--- config.mk ---
export PLATFORM = sky130hd
export DESIGN_NAME = axis_image_scaler_arbiter
export DESIGN_NICKNAME = d
export VERILOG_FILES = /design/src/rtl/axis_image_scaler_arbiter.sv
export SDC_FILE = /design/constraint.sdc
export NUM_CORES = 1
export LEC_CHECK = 0
export ABC_CLOCK_PERIOD_IN_PS = 2700
export CORE_AREA = 2 2 406 408
export DETAILED_ROUTE_END_ITERATION = 16
export DIE_AREA = 0 0 408 410
export HOLD_SLACK_MARGIN = 0.08
export PLACE_DENSITY_LB_ADDON = 0.12
export SLEW_MARGIN = 20
export SYNTH_ARGS = -nofsm -noshare
export SYNTH_HDL_FRONTEND = slang
export SYNTH_SLANG_ARGS = --single-unit
--- constraint.sdc ---
create_clock -name axis_aclk -period 2.7 [get_ports axis_aclk]
set_clock_uncertainty 0.05 [all_clocks]
set_input_delay 0.405 -clock axis_aclk [delete_from_list [all_inputs] [get_ports axis_aclk]]
set_output_delay 0.405 -clock axis_aclk [all_outputs]
set_load 0.02 [all_outputs]
--- src/rtl/axis_image_scaler_arbiter.sv ---
// Packet-granular round-robin arbiter feeding one image-to-tensor scaler.
// Forwards the granted stream unchanged; truncates overlong packets and drains the remainder.
//
// state   | meaning
// --------+----------------------------------------------------------
// IDLE    | no grant active; pick next requester after last_grant
// FORWARD | granted port's beats pass straight through to the scaler
// DRAIN   | packet truncated; accept and discard until source tlast
module axis_image_scaler_arbiter #(
    parameter int TDATA_WIDTH    = 64,
    parameter int TKEEP_WIDTH    = TDATA_WIDTH / 8,
    parameter int TUSER_WIDTH    = 128,
    parameter int NUM_PORTS      = 4,
    parameter int MAX_BEATS      = 256,
    parameter int PORT_IDX_WIDTH = $clog2(NUM_PORTS)
) (
    input  logic                               axis_aclk,
    input  logic                               axis_reset,
    input  logic [NUM_PORTS*TDATA_WIDTH-1:0]   s_axis_image_tdata,
    input  logic [NUM_PORTS*TKEEP_WIDTH-1:0]   s_axis_image_tkeep,
    input  logic [NUM_PORTS*TUSER_WIDTH-1:0]   s_axis_image_tuser,
    input  logic [NUM_PORTS-1:0]               s_axis_image_tvalid,
    output logic [NUM_PORTS-1:0]               s_axis_image_tready,
    input  logic [NUM_PORTS-1:0]               s_axis_image_tlast,
    output logic [TDATA_WIDTH-1:0]             m_axis_image_tdata,
    output logic [TKEEP_WIDTH-1:0]             m_axis_image_tkeep,
    output logic [TUSER_WIDTH-1:0]             m_axis_image_tuser,
    output logic                               m_axis_image_tvalid,
    input  logic                               m_axis_image_tready,
    output logic                               m_axis_image_tlast,
    output logic [PORT_IDX_WIDTH-1:0]          grant_index,
    output logic                               truncate_pulse,
    output logic [15:0]                        truncate_count
);

    localparam int                   CNT_WIDTH = $clog2(MAX_BEATS);
    localparam logic [CNT_WIDTH-1:0] LAST_CNT  = CNT_WIDTH'(MAX_BEATS - 1);

    typedef enum logic [1:0] {
        ST_IDLE,
        ST_FORWARD,
        ST_DRAIN
    } state_t;

    state_t                    r_state;
    logic [PORT_IDX_WIDTH-1:0] r_grant;
    logic [PORT_IDX_WIDTH-1:0] r_last_grant;
    logic [CNT_WIDTH-1:0]      r_beat_cnt;
    logic                      r_trunc_pulse;
    logic [15:0]               r_trunc_count;

    logic [TDATA_WIDTH-1:0]    w_sel_data;
    logic [TKEEP_WIDTH-1:0]    w_sel_keep;
    logic [TUSER_WIDTH-1:0]    w_sel_user;
    logic                      w_sel_valid;
    logic                      w_sel_last;
    logic                      w_handshake;
    logic                      w_force_last;
    logic                      w_arb_found;
    logic [PORT_IDX_WIDTH-1:0] w_arb_port;

    always_comb begin
        w_sel_data  = '0;
        w_sel_keep  = '0;
        w_sel_user  = '0;
        w_sel_valid = 1'b0;
        w_sel_last  = 1'b0;
        for (int p = 0; p < NUM_PORTS; p++) begin
            if (r_grant == PORT_IDX_WIDTH'(p)) begin
                w_sel_data  = s_axis_image_tdata[p*TDATA_WIDTH +: TDATA_WIDTH];
                w_sel_keep  = s_axis_image_tkeep[p*TKEEP_WIDTH +: TKEEP_WIDTH];
                w_sel_user  = s_axis_image_tuser[p*TUSER_WIDTH +: TUSER_WIDTH];
                w_sel_valid = s_axis_image_tvalid[p];
                w_sel_last  = s_axis_image_tlast[p];
            end
        end
    end

    // Rotating priority: lowest requester above last_grant wins, else lowest at or below it.
    always_comb begin
        w_arb_found = 1'b0;
        w_arb_port  = r_last_grant;
        for (int p = NUM_PORTS - 1; p >= 0; p--) begin
            if (s_axis_image_tvalid[p] && (PORT_IDX_WIDTH'(p) <= r_last_grant)) begin
                w_arb_found = 1'b1;
                w_arb_port  = PORT_IDX_WIDTH'(p);
            end
        end
        for (int p = NUM_PORTS - 1; p >= 0; p--) begin
            if (s_axis_image_tvalid[p] && (PORT_IDX_WIDTH'(p) > r_last_grant)) begin
                w_arb_found = 1'b1;
                w_arb_port  = PORT_IDX_WIDTH'(p);
            end
        end
    end

    assign w_handshake  = (r_state == ST_FORWARD) && w_sel_valid && m_axis_image_tready;
    assign w_force_last = (r_state == ST_FORWARD) && (r_beat_cnt == LAST_CNT);

    always_ff @(posedge axis_aclk) begin
        if (axis_reset) begin
            r_state       <= ST_IDLE;
            r_grant       <= '0;
            r_last_grant  <= PORT_IDX_WIDTH'(NUM_PORTS - 1);
            r_beat_cnt    <= '0;
            r_trunc_pulse <= 1'b0;
            r_trunc_count <= '0;
        end else begin
            r_trunc_pulse <= 1'b0;
            case (r_state)
                ST_IDLE: begin
                    if (w_arb_found) begin
                        r_grant <= w_arb_port;
                        r_state <= ST_FORWARD;
                    end
                end
                ST_FORWARD: begin
                    if (w_handshake) begin
                        if (w_sel_last) begin
                            r_beat_cnt   <= '0;
                            r_last_grant <= r_grant;
                            r_state      <= ST_IDLE;
                        end else if (r_beat_cnt == LAST_CNT) begin
                            r_beat_cnt    <= '0;
                            r_trunc_pulse <= 1'b1;
                            if (r_trunc_count != 16'hFFFF) begin
                                r_trunc_count <= r_trunc_count + 16'd1;
                            end
                            r_state       <= ST_DRAIN;
                        end else begin
                            r_beat_cnt <= r_beat_cnt + CNT_WIDTH'(1);
                        end
                    end
                end
                ST_DRAIN: begin
                    if (w_sel_valid && w_sel_last) begin
                        r_last_grant <= r_grant;
                        r_state      <= ST_IDLE;
                    end
                end
                default: r_state <= ST_IDLE;
            endcase
        end
    end

    always_comb begin
        s_axis_image_tready = '0;
        for (int p = 0; p < NUM_PORTS; p++) begin
            if (r_grant == PORT_IDX_WIDTH'(p)) begin
                s_axis_image_tready[p] = ((r_state == ST_FORWARD) && m_axis_image_tready) ||
                                         (r_state == ST_DRAIN);
            end
        end
    end

    assign m_axis_image_tdata  = w_sel_data;
    assign m_axis_image_tkeep  = w_sel_keep;
    assign m_axis_image_tuser  = w_sel_user;
    assign m_axis_image_tvalid = (r_state == ST_FORWARD) && w_sel_valid;
    assign m_axis_image_tlast  = (r_state == ST_FORWARD) && (w_sel_last || w_force_last);
    assign grant_index         = r_grant;
    assign truncate_pulse      = r_trunc_pulse;
    assign truncate_count      = r_trunc_count;

endmodule

==> results of run 1 <==
## synth_stat cells, drive strengths merged (6+ instances only)
cell    number  share of area [%]
or3          7               0.69
nor2        23                1.4
and3        10               0.99
nand4       10               0.99
buf         30                2.1
a21oi       15                1.2
or4          6               0.77
nand3       10               0.87
nand2       12               0.71
nor3         6               0.47
mux4       202                 72
dfxtp       31                9.8
clkbuf      21                1.2
o21ai       11               0.87
## layout make-up
| type | count | area share [%] |
|---|---|---|
| Timing Repair Buffer | 1108 | 55.0 |
| Multi-Input combinational cell | 358 | 27.2 |
| Tap cell | 2189 | 13.6 |
| Sequential cell | 31 | 3.12 |
| Clock buffer | 7 | 0.708 |
| Antenna cell | 27 | 0.335 |
| Inverter | 3 | 0.0559 |
| Clock inverter | 1 | 0.0248 |
## flip-flops by register name, indices dropped and copies added (netlist names)
name            count
truncate_count     16
r_beat_cnt          8
grant_index         2
r_last_grant        2
r_state             2
truncate_pulse      1
## worst max-delay path: stages (launching register included)
cell,delay [ns]
sky130_fd_sc_hd__dfxtp_4,0.43
sky130_fd_sc_hd__buf_16,0.20
sky130_fd_sc_hd__buf_12,0.15
sky130_fd_sc_hd__buf_4,0.12
sky130_fd_sc_hd__mux4_2,0.56
sky130_fd_sc_hd__dlygate4sd2_1,0.39
## cell families (layout without fill, tap and decap cells)
kind of cell	Yosys count	in the layout	synth area share, %
adders and majority gates	2	2	0.396
AOI/OAI and AO/OA	41	41	3.98
xor gates and xnor gates	9	9	1.25
other	0	27	0
buffers and inverters	54	1119	3.48
and+or+nand+nor	101	101	8.67
DFF	31	31	9.81
muxes	205	205	72.4
## power by group
part / leakage, uW / internal [uW] / switching, uW / total, uW
Clock: 0.0000741 / 366 / 216 / 582
Combinational: 0.00616 / 2440 / 1940 / 4390
Sequential: 0.000252 / 466 / 22.3 / 488
## through the flow
step                      cells  total power [uW]  setup slack [ns]  TNS, ns  cell area, um2
final                      3724              5460            0.0773        0           20200
after global routing       3701              5750           0.00492        0           20100
after CTS                  3697              5610           -0.0331  -0.0606           20100
after detailed placement   3682              5160           -0.0273  -0.0504           20000
after global placement     3682              5200           -0.0536   -0.113           20000
after floorplan             443              2170             0.158        0            6320
## metal layers
layer / global-route usage, % / share of wire [%]
met4: 1.28 / 1.5
met1: 13.8 / 36
met2: 23.1 / 51
met3: 5.21 / 11
met5: 0 / 0.21
## how the worst max path moves through the flow
stage,endpoint,from
after floorplan,m_axis_image_tdata[10],grant_index[0]$_SDFFE_PP0P_
after global placement,truncate_count[6]$_SDFFE_PP0P_,s_axis_image_tlast[3]
after detailed placement,truncate_count[10]$_SDFFE_PP0P_,s_axis_image_tlast[0]
after CTS,m_axis_image_tuser[54],grant_index[0]$_SDFFE_PP0P_
after global routing,m_axis_image_tuser[41],grant_index[0]$_SDFFE_PP0P_
final,m_axis_image_tuser[83],grant_index[0]$_SDFFE_PP0P_
## repair_timing
action | in CTS | in global routing
setup endpoints to repair | 143 | 32
hold buffers | 0 | 0
hold endpoints to repair | 0 | 0
gates resized for setup | 143 | 15
setup buffers | 7 | 1
==> results.md, run 1 <==
- The run finished with clean final reports.
- The worst reg2reg path endpoint is truncate_count[6]$_SDFFE_PP0P_.
- The endpoint of the worst hold path is r_beat_cnt[1]$_SDFFE_PP0P_.
- The capturing element type of the critical path is an output pin.
- In the routed design, unresolved DRC markers number 0.
- After synthesis the netlist holds a flip-flop and latch count of 31.
- The floorplan step set the die height to 410 um.
- After global routing the overflow that remains totals 0.
- The reported leakage power is 0.00648 uW.
- The final worst-path cycle share is 97.1%.
- Clock tree synthesis found a total of 31 sinks.
- Of all nets on the critical path, the largest fanout is 11.
- The root cell of the clock tree is sky130_fd_sc_hd__clkbuf_16.
- The number of hold violations in the final report is 0.
- The H-tree was split into 2 levels.
- Dividing total power by cell area gives a power density of around 270 nW/um2.
- The worst min-delay path startpoint is r_beat_cnt[1]$_SDFFE_PP0P_.
- Max-cap violations in this run came to 0.
- The longest clock path from root to sink contains 2 buffers.
- Averaged over all synthesized cells, the footprint is around 14 um2.
- The filler cells instantiated in the layout total 18600.
- The clock-pin slew reported for the worst setup and hold paths after clock tree synthesis is 0.06 ns.
- The largest vdd supply drop is approximately 0.00020 V.
- In this run the worst hold path is classified as reg -> reg.
- The detailed placer's ending HPWL is 103000 um.
- The routability congestion estimate is roughly 0.96.
- The fraction of the yosys area taken by sequential cells is under 10%.
- The worst-case reg-to-reg path depth is 5.
- The register-to-register path setup slack is 0.13 ns.
- The setup path with the least slack is of type reg -> out.
- For this run, asynchronously set or reset flops after synthesis account for 0%.
- The library cell used most frequently in the layout, excluding fill and tap cells, is sky130_fd_sc_hd__clkdlybuf4s50_1.
- For the pin with the worst max-slew slack, the measured transition is ~0.64 ns.
- The cell count after synthesis is between 400 and 500.
- The first-pass GRT wire length is 135000 um.
- The critical path data arrival time is roughly 2.2 ns.
- The final number of max-transition violations was 0.
- The mapped netlist covers 6320 um2.
- In the layout the commonest cells are 863 x sky130_fd_sc_hd__clkdlybuf4s50_1, 202 x sky130_fd_sc_hd__mux4_2, 134 x sky130_fd_sc_hd__dlygate4sd2_1, 67 x sky130_fd_sc_hd__buf_4, 29 x sky130_fd_sc_hd__dfxtp_1.
- The clock latency at the later pin of the worst-skew pair is roughly 0.28 ns.
- The routed layout has 10300 vias.
- Setup violations remaining at the end of the flow were counted as 0.
- The post-synthesis net count is 1256.
- The worst register-to-register path begins at grant_index[0]$_SDFFE_PP0P_.
- The total I/O pin count is ~1000.
- STA classifies the critical path startpoint as a flop.
- The area taken by multi-input logic gates is 5490 um2.
- The layout overhead on the synthesized area is 219%.
- The overall track demand over capacity in global routing is 12.6%.
- Derived from the worst setup path, the maximum achievable clock frequency is 0.381 GHz.
- The average routed wire per standard cell is 29.7 um.
- The share of final-layout standard cells stronger than drive strength 1 is between 20% and 30%.
- The first-iteration detailed-routing DRC count is 591.
- The core region area is between 150000 and 200000 um2.
- The initial antenna violation count is 132.
- Setup repair after global routing left no endpoint under its margin.
- Clock tree synthesis inserted a total of 5 buffers.
- The number of port buffers is 1035.
- Data on the critical path is required at its endpoint by 2.25 ns.
- The most used flip-flop cell after synthesis is sky130_fd_sc_hd__dfxtp_1.
- The die width is 408 um.
- The vias per cell is 2.76.
- Summing all flip-flop and latch instances after layout gives 628 um2.
- The die covers approximately 170000 um2.
- The number of synthesized flops with an enable pin is 0.
- The headroom to the max-slew limit is a little under three fifths.
- Entering global routing, the biggest net connects 33 pins.
- Counting instances, the worst hold path has a depth of 2.
- The number of standard-cell rows in the floorplan is 149.
- Hold timing on the final database bottoms out at a slack of approximately 0.43 ns.
- For this configuration, the core starts out at a cell density of about 3.9%.
- The via count of the first global-routing pass came to 11000.
- The final antenna-violating net count is 0.
- The worst path needs 2.62 ns of the cycle, external delays included.
- The netlist uses 39 different library cells.
- Before antenna repair, the detailed router went through 4 iterations.
- The final net count is 2320.
- Yosys printed 0 warnings.
- The clock tree from TritonCTS is yes.
- After detailed routing, the total wire length is 111000 um.
- The share of the core filled with cells in the final layout is 12.3%.
No activity file was read; power rests on OpenSTA's default activity.
==> run 2, diff against run 1 <==
--- a/config.mk
+++ b/config.mk
@@ -7,10 +7,12 @@
 export LEC_CHECK = 0
 export ABC_CLOCK_PERIOD_IN_PS = 2700
 export CORE_AREA = 2 2 406 408
+export CTS_BUF_LIST = sky130_fd_sc_hd__clkbuf_4 sky130_fd_sc_hd__clkbuf_8 sky130_fd_sc_hd__clkbuf_16
 export DETAILED_ROUTE_END_ITERATION = 16
 export DIE_AREA = 0 0 408 410
 export HOLD_SLACK_MARGIN = 0.08
 export PLACE_DENSITY_LB_ADDON = 0.12
+export RECOVER_POWER = 50
 export SLEW_MARGIN = 20
 export SYNTH_ARGS = -nofsm -noshare
 export SYNTH_HDL_FRONTEND = slang
==> run 2 against run 1 <==
  * Hold slack is essentially flat
  * Non-clock buffer count is the same
  * Sequential cell count is the same
  * Sequential power is essentially flat
  * Count of clock-buffer cells in the layout is the same
  * Design area shrank 0.69%
  * Clock power grew 2%
  * Register-to-register slack gained 0.02 ns
  * Die area is the same
  * Final cell count is essentially flat
  * Largest cell class unchanged
==> results.md, run 2 (synthesis gave the netlist of run 1 again) <==
- Of all nets on the critical path, the largest fanout is 5.
- After clock tree synthesis, the clock-pin slew on the worst setup and hold paths is 0.06 ns.
- After layout, the worst path uses 98.2% of the clock period.
- Timing would allow up to 0.377 GHz.
- The maximum clock insertion buffer count is 2.
- Counting I/O delays and the setup requirement, the final critical path takes 2.65 ns.
- The share of final-layout standard cells stronger than drive strength 1 is 20.6%.
- The worst setup path is of the in -> out kind.
- The area growth from synthesis to layout is 217%.
- The average routed wire per standard cell is just under 30 um.
- The clock latency at the later pin of the worst-skew pair is 0.28 ns.
- The filler cell count in the final layout is 18700.
- The final number of setup-violating endpoints is 0.
- The first global-routing pass estimated 135000 um of wire.
- The tree is rooted in a sky130_fd_sc_hd__clkbuf_16.
- The final net count is 2320.
- The transition time at the pin with the least slew margin is 0.644 ns.
- The number of standard-cell rows in the floorplan is between 100 and 150.
- The worst hold path begins at r_beat_cnt[1]$_SDFFE_PP0P_.
- Setup repair after global routing left no endpoint under its margin.
- The die width is 408 um.
- In this run the tightest slew margin relative to its limit is between 50% and 60%.
- At the end of routability-driven placement, the weighted congestion stood at 0.957.
- On the critical path, the stage with the largest delay is an instance of sky130_fd_sc_hd__dlygate4sd3_1.
- Before CTS, the worst setup slack after placement is -0.0273 ns.
- After detailed routing, the total wire length is 111000 um.
- On the worst path, the slowest cell contributes a delay of 0.55 ns.
- The worst setup margin is 0.0497 ns.
- After layout, the design draws a total of approximately 5400 uW.
- The pre-antenna-repair detailed-routing pass consisted of 5 iterations.
- The timing startpoint of the critical path is s_axis_image_tvalid[2].
- The vertical die dimension is 410 um.
- The final number of max-transition violations is 0.
- The number of hold violations in the final report is 0.
- The required time of the critical path is 2.25 ns.
- The die covers 167000 um2.
- Global routing used 12.6% of the available tracks.
- The starting density of the core is 3.87%.
- In this design, the largest share of critical-path delay is due to buffers and inverters.
- The initial antenna violation count is 131.
- During I/O placement, the number of pins put on the boundary was 1036.
- The clock tree from TritonCTS is yes.
- The number of buffers added by the clock tree synthesis step is 5.
- The worst register-to-register path begins at grant_index[0]$_SDFFE_PP0P_.
- The number of port buffers is 1035.
- After detailed placement, the total cell area comes to 20000 um2.
- The clock net in this run drives a total of 31 sinks.
- The finished cells cover 20000 um2.
- The most common cell after layout, fill and taps aside is sky130_fd_sc_hd__clkdlybuf4s50_1.
- The final antenna-violating net count is 0.
- The class of the tightest hold or removal check is reg -> reg.
- After detailed routing, the number of remaining DRC violations is 0.
- The via count of the first global-routing pass is between 10000 and 15000.
- Across the VDD grid, the largest voltage drop is 0.000201 V.
- The critical path data arrival time is ~2.2 ns.
- The final route contains just over 10000 vias.
- In this run the number of H-tree levels came out at 2.
- The critical path startpoint category is a primary input.
- The worst setup path is captured at an output pin.
- The ratio of total power to cell area is 271 nW/um2.
- The tool flagged a number of max-cap violations equal to 0.
- After legalization and detailed placement, the total HPWL measured around 100000 um.
- The critical path goes through dlygate4sd3_1, mux4_2, and2_1, clkdlybuf4s50_1.
- The run finished with clean final reports.
- The flip-flop count of the largest register after layout is 16.
- The remaining global-route overflow is 0.
- Summed over all failing endpoints, the final setup total negative slack is 0 ns.
- The maximum number of pins on one net before global-route repair is 33.
- In the layout the commonest cells are 844 x sky130_fd_sc_hd__clkdlybuf4s50_1, 202 x sky130_fd_sc_hd__mux4_2, 134 x sky130_fd_sc_hd__dlygate4sd2_1, 43 x sky130_fd_sc_hd__buf_4, 29 x sky130_fd_sc_hd__dfxtp_1.
- The share of the core filled with cells in the final layout is about an eighth.
- Counting both buffers and inverters, the worst setup path holds a total of 2.
- The first-iteration detailed-routing DRC count is 570.
- The reported leakage power is 0.00643 uW.
- The core region area is 163000 um2.
- The vias per cell is 2.77.
run 2: path summary, 6_finish.rpt:
path	end	slack, ns	cells after the start
worst max-delay path	m_axis_image_tvalid	0.05	4
worst min-delay path	r_beat_cnt[1]$_SDFFE_PP0P_	0.43	2
worst max register to register	truncate_count[6]$_SDFFE_PP0P_	0.15	5
worst min register to register	r_beat_cnt[1]$_SDFFE_PP0P_	0.43	2
run 2: worst register-to-register path: cells and delay by family, from the launching register on:
kind / cells / cell delay, ns
compound gates: 1 / 0.15
mux: 1 / 0.68
flops: 1 / 0.43
buf+inv: 1 / 0.15
simple gates: 2 / 1.01
run 2: through the flow:
step                instances  hold WS [ns]
floorplan                 443         0.399
global placement         3682         0.418
detailed placement       3682         0.419
CTS                      3697         0.429
global route             3701         0.456
finish                   3721         0.426
run 2: what timing repair did:
| item | 4_1_cts | 5_1_grt |
|---|---|---|
| gates resized for setup | 143 | 15 |
| setup buffers | 7 | 1 |
| hold buffers | 0 | 0 |
| setup endpoints to repair | 143 | 32 |
run 2: layer usage:
| metal | wire length [um] | track usage [%] | vias up |
|---|---|---|---|
| li1 | - | - | 4200 |
| met1 | 40300 | 13.8 | 5061 |
| met2 | 57000 | 23.1 | 811 |
| met3 | 11700 | 5.21 | 186 |
| met4 | 1330 | 1.28 | 42 |
| met5 | 230 | 0 | - |
run 2: report_power, final:
part           leakage (uW)  switching (uW)  total (uW)  internal [uW]
Clock             0.0000775             215         591            376
Combinational       0.00610            1950        4340           2400
Sequential         0.000252            21.9         488            466
Total               0.00643            2180        5420           3240
run 2: layout make-up:
type	instances	area (um2)	area share, %
Timing Repair Buffer	1108	10900	54.7
Multi-Input combinational cell	358	5480	27.4
Tap cell	2189	2740	13.7
Sequential cell	31	628	3.14
Clock buffer	7	146	0.731
Antenna cell	24	60.1	0.300
Inverter	3	11.3	0.0563
Clock inverter	1	5.00	0.0250
